**config.mk**
```make
export PLATFORM = sky130hd
export DESIGN_NAME = frame_comparator_flat
export DESIGN_NICKNAME = d
export VERILOG_FILES = /design/src/rtl/frame_comparator_if.sv /design/src/rtl/frame_comparator.sv /design/src/flat_wrapper.sv
export SDC_FILE = /design/constraint.sdc
export NUM_CORES = 1
export LEC_CHECK = 0
export ABC_AREA = 1
export BUFFER_PORTS_ARGS = -buffer_cell sky130_fd_sc_hd__buf_2
export CAP_MARGIN = 20
export CORE_MARGIN = 2
export CORE_UTILIZATION = 40
export DETAILED_ROUTE_END_ITERATION = 8
export PLACE_DENSITY = 0.69
export SLEW_MARGIN = 10
export SYNTH_ARGS = -nofsm -noshare
export SYNTH_HDL_FRONTEND = slang
export SYNTH_SLANG_ARGS = --single-unit
```
**constraint.sdc**
```tcl
create_clock -name clk50 -period 5.5 [get_ports clk50]
set_clock_uncertainty 0.2 [all_clocks]
set_input_delay 0.55 -clock clk50 [delete_from_list [all_inputs] [get_ports clk50]]
set_output_delay 0.55 -clock clk50 [all_outputs]
set_load 0.1 [all_outputs]
```
**src/rtl/frame_comparator_if.sv**
```systemverilog
// RAM-side bus of the frame comparator: shared read port to RAM 1/2 and write port to RAM 3.
interface frame_comparator_if #(
    parameter int ADDR_W = 19
);
    logic [ADDR_W-1:0] rd_address;
    logic [23:0]       q1;
    logic [23:0]       q2;
    logic [ADDR_W-1:0] wr_address;
    logic              wren3;
    logic [23:0]       data3;

    modport master (
        output rd_address, wr_address, wren3, data3,
        input  q1, q2
    );

    modport slave (
        input  rd_address, wr_address, wren3, data3,
        output q1, q2
    );
endinterface

```
**src/rtl/frame_comparator.sv**
```systemverilog
// Sweeps RAM 1 and RAM 2 in lockstep, writes a per-pixel comparison image to RAM 3
// and counts mismatching pixels; start/busy/done handshake toward the controller.
module frame_comparator #(
    parameter int          PIXELS = 307200,
    parameter int          ADDR_W = 19,
    parameter int unsigned RD_LAT = 1,
    parameter logic [23:0] HILITE = 24'hFF0000
) (
    input  logic              clk50,
    input  logic              reset_n,
    input  logic              start,
    input  logic [7:0]        threshold,
    frame_comparator_if.master ram,
    output logic              busy,
    output logic              done,
    output logic [ADDR_W-1:0] diff_count
);

    localparam logic [1:0] S_IDLE  = 2'd0;
    localparam logic [1:0] S_RUN   = 2'd1;
    localparam logic [1:0] S_DRAIN = 2'd2;
    localparam logic [1:0] S_DONE  = 2'd3;

    localparam logic [ADDR_W-1:0] LAST = ADDR_W'(PIXELS - 1);

    logic [1:0]        state;
    logic [7:0]        thr_q;
    logic              vld       [RD_LAT];
    logic [ADDR_W-1:0] addr_pipe [RD_LAT];
    logic              mismatch;
    logic [23:0]       dimmed;

    function automatic logic chan_over(input logic [7:0] a, input logic [7:0] b,
                                       input logic [7:0] t);
        logic [8:0] d;
        d = (a >= b) ? ({1'b0, a} - {1'b0, b}) : ({1'b0, b} - {1'b0, a});
        return d > {1'b0, t};
    endfunction

    always_comb begin
        mismatch = chan_over(ram.q1[23:16], ram.q2[23:16], thr_q)
                 | chan_over(ram.q1[15:8],  ram.q2[15:8],  thr_q)
                 | chan_over(ram.q1[7:0],   ram.q2[7:0],   thr_q);
        dimmed   = {1'b0, ram.q1[23:17], 1'b0, ram.q1[15:9], 1'b0, ram.q1[7:1]};
    end

    always_ff @(posedge clk50 or negedge reset_n) begin
        if (!reset_n) begin
            state          <= S_IDLE;
            thr_q          <= '0;
            ram.rd_address <= '0;
            ram.wr_address <= '0;
            ram.wren3      <= 1'b0;
            ram.data3      <= '0;
            busy           <= 1'b0;
            done           <= 1'b0;
            diff_count     <= '0;
            for (int unsigned i = 0; i < RD_LAT; i++) begin
                vld[i]       <= 1'b0;
                addr_pipe[i] <= '0;
            end
        end else begin
            // Address travels alongside the read so the write lands on the issued pixel.
            vld[0]       <= (state == S_RUN);
            addr_pipe[0] <= ram.rd_address;
            for (int unsigned i = 1; i < RD_LAT; i++) begin
                vld[i]       <= vld[i-1];
                addr_pipe[i] <= addr_pipe[i-1];
            end

            ram.wren3 <= vld[RD_LAT-1];
            if (vld[RD_LAT-1]) begin
                ram.wr_address <= addr_pipe[RD_LAT-1];
                ram.data3      <= mismatch ? HILITE : dimmed;
                if (mismatch) begin
                    diff_count <= diff_count + ADDR_W'(1);
                end
            end

            case (state)
                S_IDLE, S_DONE: begin
                    if (start) begin
                        state          <= S_RUN;
                        thr_q          <= threshold;
                        diff_count     <= '0;
                        done           <= 1'b0;
                        busy           <= 1'b1;
                        ram.rd_address <= '0;
                    end
                end
                S_RUN: begin
                    if (ram.rd_address == LAST) begin
                        state <= S_DRAIN;
                    end else begin
                        ram.rd_address <= ram.rd_address + ADDR_W'(1);
                    end
                end
                S_DRAIN: begin
                    // Exit on the edge that retires the final write.
                    if (ram.wren3 && (ram.wr_address == LAST)) begin
                        state <= S_DONE;
                        busy  <= 1'b0;
                        done  <= 1'b1;
                    end
                end
                default: state <= S_IDLE;
            endcase
        end
    end

endmodule

```
**src/flat_wrapper.sv**
```systemverilog
// flat-port wrapper written by rule: the top's interface ports become plain ports
module frame_comparator_flat 
#(
    parameter int          PIXELS = 307200,
    parameter int          ADDR_W = 19,
    parameter int unsigned RD_LAT = 1,
    parameter logic [23:0] HILITE = 24'hFF0000
)
  (clk50, reset_n, start, threshold, busy, done, diff_count, ram_rd_address, ram_wr_address, ram_wren3, ram_data3, ram_q1, ram_q2);
  frame_comparator_if #(.ADDR_W(ADDR_W)) ram_i ();
  input  logic clk50;
  input  logic reset_n;
  input  logic start;
  input  logic [7:0] threshold;
  output logic busy;
  output logic done;
  output logic [ADDR_W-1:0] diff_count;
  output wire logic [$bits(ram_i.rd_address)-1:0] ram_rd_address;
  output wire logic [$bits(ram_i.wr_address)-1:0] ram_wr_address;
  output wire logic [$bits(ram_i.wren3)-1:0] ram_wren3;
  output wire logic [$bits(ram_i.data3)-1:0] ram_data3;
  input wire logic [$bits(ram_i.q1)-1:0] ram_q1;
  input wire logic [$bits(ram_i.q2)-1:0] ram_q2;
  assign ram_rd_address = ram_i.rd_address;
  assign ram_wr_address = ram_i.wr_address;
  assign ram_wren3 = ram_i.wren3;
  assign ram_data3 = ram_i.data3;
  assign ram_i.q1 = ram_q1;
  assign ram_i.q2 = ram_q2;
  frame_comparator #(.PIXELS(PIXELS), .ADDR_W(ADDR_W), .RD_LAT(RD_LAT), .HILITE(HILITE)) u_core (.clk50(clk50), .reset_n(reset_n), .start(start), .threshold(threshold), .ram(ram_i), .busy(busy), .done(done), .diff_count(diff_count));
endmodule
```
==> summary.md <==
| Metric | Value |
|---|---|
| Minimum clock period | `4.24 ns` |
| Number of hold violations in the final report | `0` |
| Hold buffers post-CTS | `0` |
| H-tree level count | `3` |
| Headroom to the max-slew limit | `38.3%` |
| Detailed Routing Iterations Pass 1 | `5` |
| Sequential element share of the synthesized area | `35.2%` |
| Leakage | `0.00502 µW` |
| Antenna violations before repair | `2` |
| Fin util | `46.9%` |
| Worst r2r dst | `u_core.diff_count[18]` |
| Startpoint Class | `input port` |
| Critical Path Sink | `u_core.ram.data3[20]` |
| Vias | `6,960` |
| R2R setup slack | `2.34 ns` |
| DR WL/cell | `13.4 µm` |
| Vias/cell | `4.86` |
| Final Slew Violations | `0` |
| Worst setup path start | `ram_q2[6]` |
| Number of global-route vias before repair | `6,473` |
| Final setup vio count | `0` |
| Total power | `3310 µW` |
| R2R depth | `9` |
| Endpoint class of the critical path | `flop` |
| TNS Setup | `0 ns` |
| Fraction of the cycle the final worst path needs | `77.0%` |
| Setup Buffers After CTS | `0` |
| Mapped Cells | `1,039` |
| CTS buffer count | `9` |
| DRC viols | `0` |
| Clk sinks | `112` |
| Clk Tree Root Cell | `clkbuf_16` |
| Max Cap Violations | `0` |
| Clk_lat worst skew | `0.35 ns` |
| Hold Crit Class | `input port to async pin` |
| Syn Area/Cell | `7.67 µm²` |
| Starting density of the core | `40.8%` |
| Layout cells sized above 1 | `17.0%` |
| CP Class | `input port to flop` |
| Most frequent cells in the layout | `nand2_1 (250), inv_1 (174), buf_2 (139)` |
| Largest net degree at the start of global routing | `62` |
| Num rows | `51` |
| Post-cts sizing count | `0` |
| CTS clk-pin slew, worst paths | `0.07 ns` |
| Layout fillers | `1,986` |
| Cells after DPL | `1,415` |
| Most common cell after layout, fill and taps aside | `nand2_1` |
| Crit path required time | `5.50 ns` |
| Worst-Margin Slew | `0.924 ns` |
| Dpl ws | `0.914 ns` |
| Number of library cell types mapped by synthesis | `45` |
| VDD IR-drop max | `0.300 mV` |
| Die ar. | `21,100 µm²` |
| Post-DRT Antenna Nets | `0` |
| R2R Path Start | `u_core.vld` |
| PortBufs | `140` |
| Routability Congestion | `0.879` |
| Status | `complete, no violations` |
| Area of the multi-input gates | `4310 µm²` |
| Initial DRC count | `351` |
| First-pass GRT wire length | `32,400 µm` |
| Setup WS post-layout | `1.26 ns` |
| Nets@finish | `1,303` |
| RSZ-0062 raised after global routing | `no` |
| Die extent in y | `145 µm` |
| Fmax | `236 MHz` |
| Yosys warnings | `0` |
| Synth Cell Area | `7970 µm²` |
| #FFs+latches synth | `112` |
| Post-Route WL | `19,200 µm` |
| Grt total ovfl | `0` |
| GRT Util Overall | `18.7%` |
| Fin cells | `1,432` |
| Critical path arrival | `4.24 ns` |
| IO Count | `143` |
| Cell area power density | `361 nW/µm²` |
| Clock buffer depth | `2` |
| Area Overhead vs Synth | `15.0%` |
| CTS tree | `built` |
| Crit Path Max Fanout | `53` |
| CORE AREA | `19,500 µm²` |
| Detail Placement HPWL | `14,900 µm` |
| Die Width | `145 µm` |
| Register area | `2800 µm²` |
worst max-delay path: stages:
cell	delay, ns
buf_2	0.09
inv_1	0.04
ha_1	0.37
nand2_1	0.15
nor2_1	0.07
a21oi_1	0.23
nand2_1	0.29
o21ai_0	0.33
o21ai_0	0.16
xnor2_1	0.18
inv_1	0.06
ha_1	0.28
a21o_1	0.15
a21oi_1	0.11
nand2_1	0.06
nand2_1	0.05
nand2_1	0.05
a21oi_1	0.21
nand2_4	0.39
inv_2	0.28
a31oi_1	0.11
flip-flops by register name, summed over array words and instances (netlist names):
name and cells:
u_core.ram.wren3 1, u_core.addr_pipe 19, u_core.ram.rd_address 19, u_core.thr_q 8, u_core.diff_count 19, u_core.busy 1, u_core.done 1, u_core.vld 1
u_core.ram.wr_address 19, u_core.ram.data3 22, u_core.state 2
area by class of cell:
| type | instances | area share [%] |
|---|---|---|
| diodes | 1 | 0.0273 |
| clock buffers | 10 | 2.50 |
| clock inverters | 6 | 1.13 |
| inverters | 178 | 7.29 |
| multi-input cells | 718 | 47.0 |
| flip-flops and latches | 112 | 30.6 |
| well taps | 265 | 3.62 |
| repair buffers | 142 | 7.84 |
worst min-delay path by stage:
stage	start	to	slack [ns]	cells past startpoint
4_1_cts	reset_n	u_core.ram.data3[11]	0.06	1
3_3_place_gp	u_core.addr_pipe[18]	u_core.ram.wr_address[18]	0.23	2
5_1_grt	reset_n	u_core.ram.data3[12]	0.09	1
2_1_floorplan	reset_n	u_core.addr_pipe[0]	0.05	0
6_report	reset_n	u_core.ram.data3[12]	0.03	1
3_5_place_dp	u_core.addr_pipe[18]	u_core.ram.wr_address[18]	0.23	2
through the flow:
step / hold slack [ns] / area, µm²
floorplan: 0.0544 / 7970
global placement: 0.228 / 8830
detailed placement: 0.231 / 8830
CTS: 0.0551 / 9160
global route: 0.0869 / 9160
finish: 0.0263 / 9170
power by group:
| part | internal, µW | leakage, µW | switching [µW] |
|---|---|---|---|
| clock network | 408 | 0.000158 | 316 |
| registers | 927 | 0.00148 | 113 |
| logic | 389 | 0.00338 | 1150 |
synthesized netlist by cell type, drive strengths merged:
cell	instances	area (µm²)
nand2	256	981
inv	177	664
dfrtp	112	2800
ha	77	963
nor2	75	297
nand3	59	305
a21oi	58	309
o21ai	49	245
o31ai	23	243
xor2	22	193
buf	21	153
nand4	18	143
nor3	15	75.1
a31oi	13	81.3
clkbuf	11	41.3
xnor2	8	70.1
a21o	7	52.6
fa	6	120
nor4	6	37.5
and3	5	31.3
nand3b	4	30.0
a221oi	2	17.5
mux2	2	22.5
mux2i	2	20.0
o21bai	2	15.0
or2	2	12.5
a21boi	1	7.51
and2	1	6.26
clkinv	1	3.75
conb	1	3.75
o2111ai	1	8.76
o221ai	1	8.76
o22ai	1	6.26
routing by layer:
metal | global-route usage [%] | routed length (µm) | part of all wire, % | vias up
met5 | 0 | 27 | 0.14 | -
met4 | 3.09 | 199 | 1.0 | 4
li1 | - | - | - | 3586
met3 | 5.63 | 1350 | 7.0 | 19
met1 | 25.1 | 8810 | 46 | 3183
met2 | 30.3 | 8850 | 46 | 168
cells by family (layout without fill, tap and decap cells):
group | Yosys count | after routing | synth area share, %
AOI/OAI and AO/OA | 158 | 158 | 12.5
and+or+nand+nor | 441 | 441 | 24.1
muxes | 4 | 4 | 0.534
DFF | 112 | 112 | 35.2
xor gates and xnor gates | 30 | 30 | 3.30
adders and majority gates | 83 | 83 | 13.6
other | 1 | 3 | 0.0471
buffers and inverters | 210 | 336 | 10.8
Power figures use the tool's default switching activity.
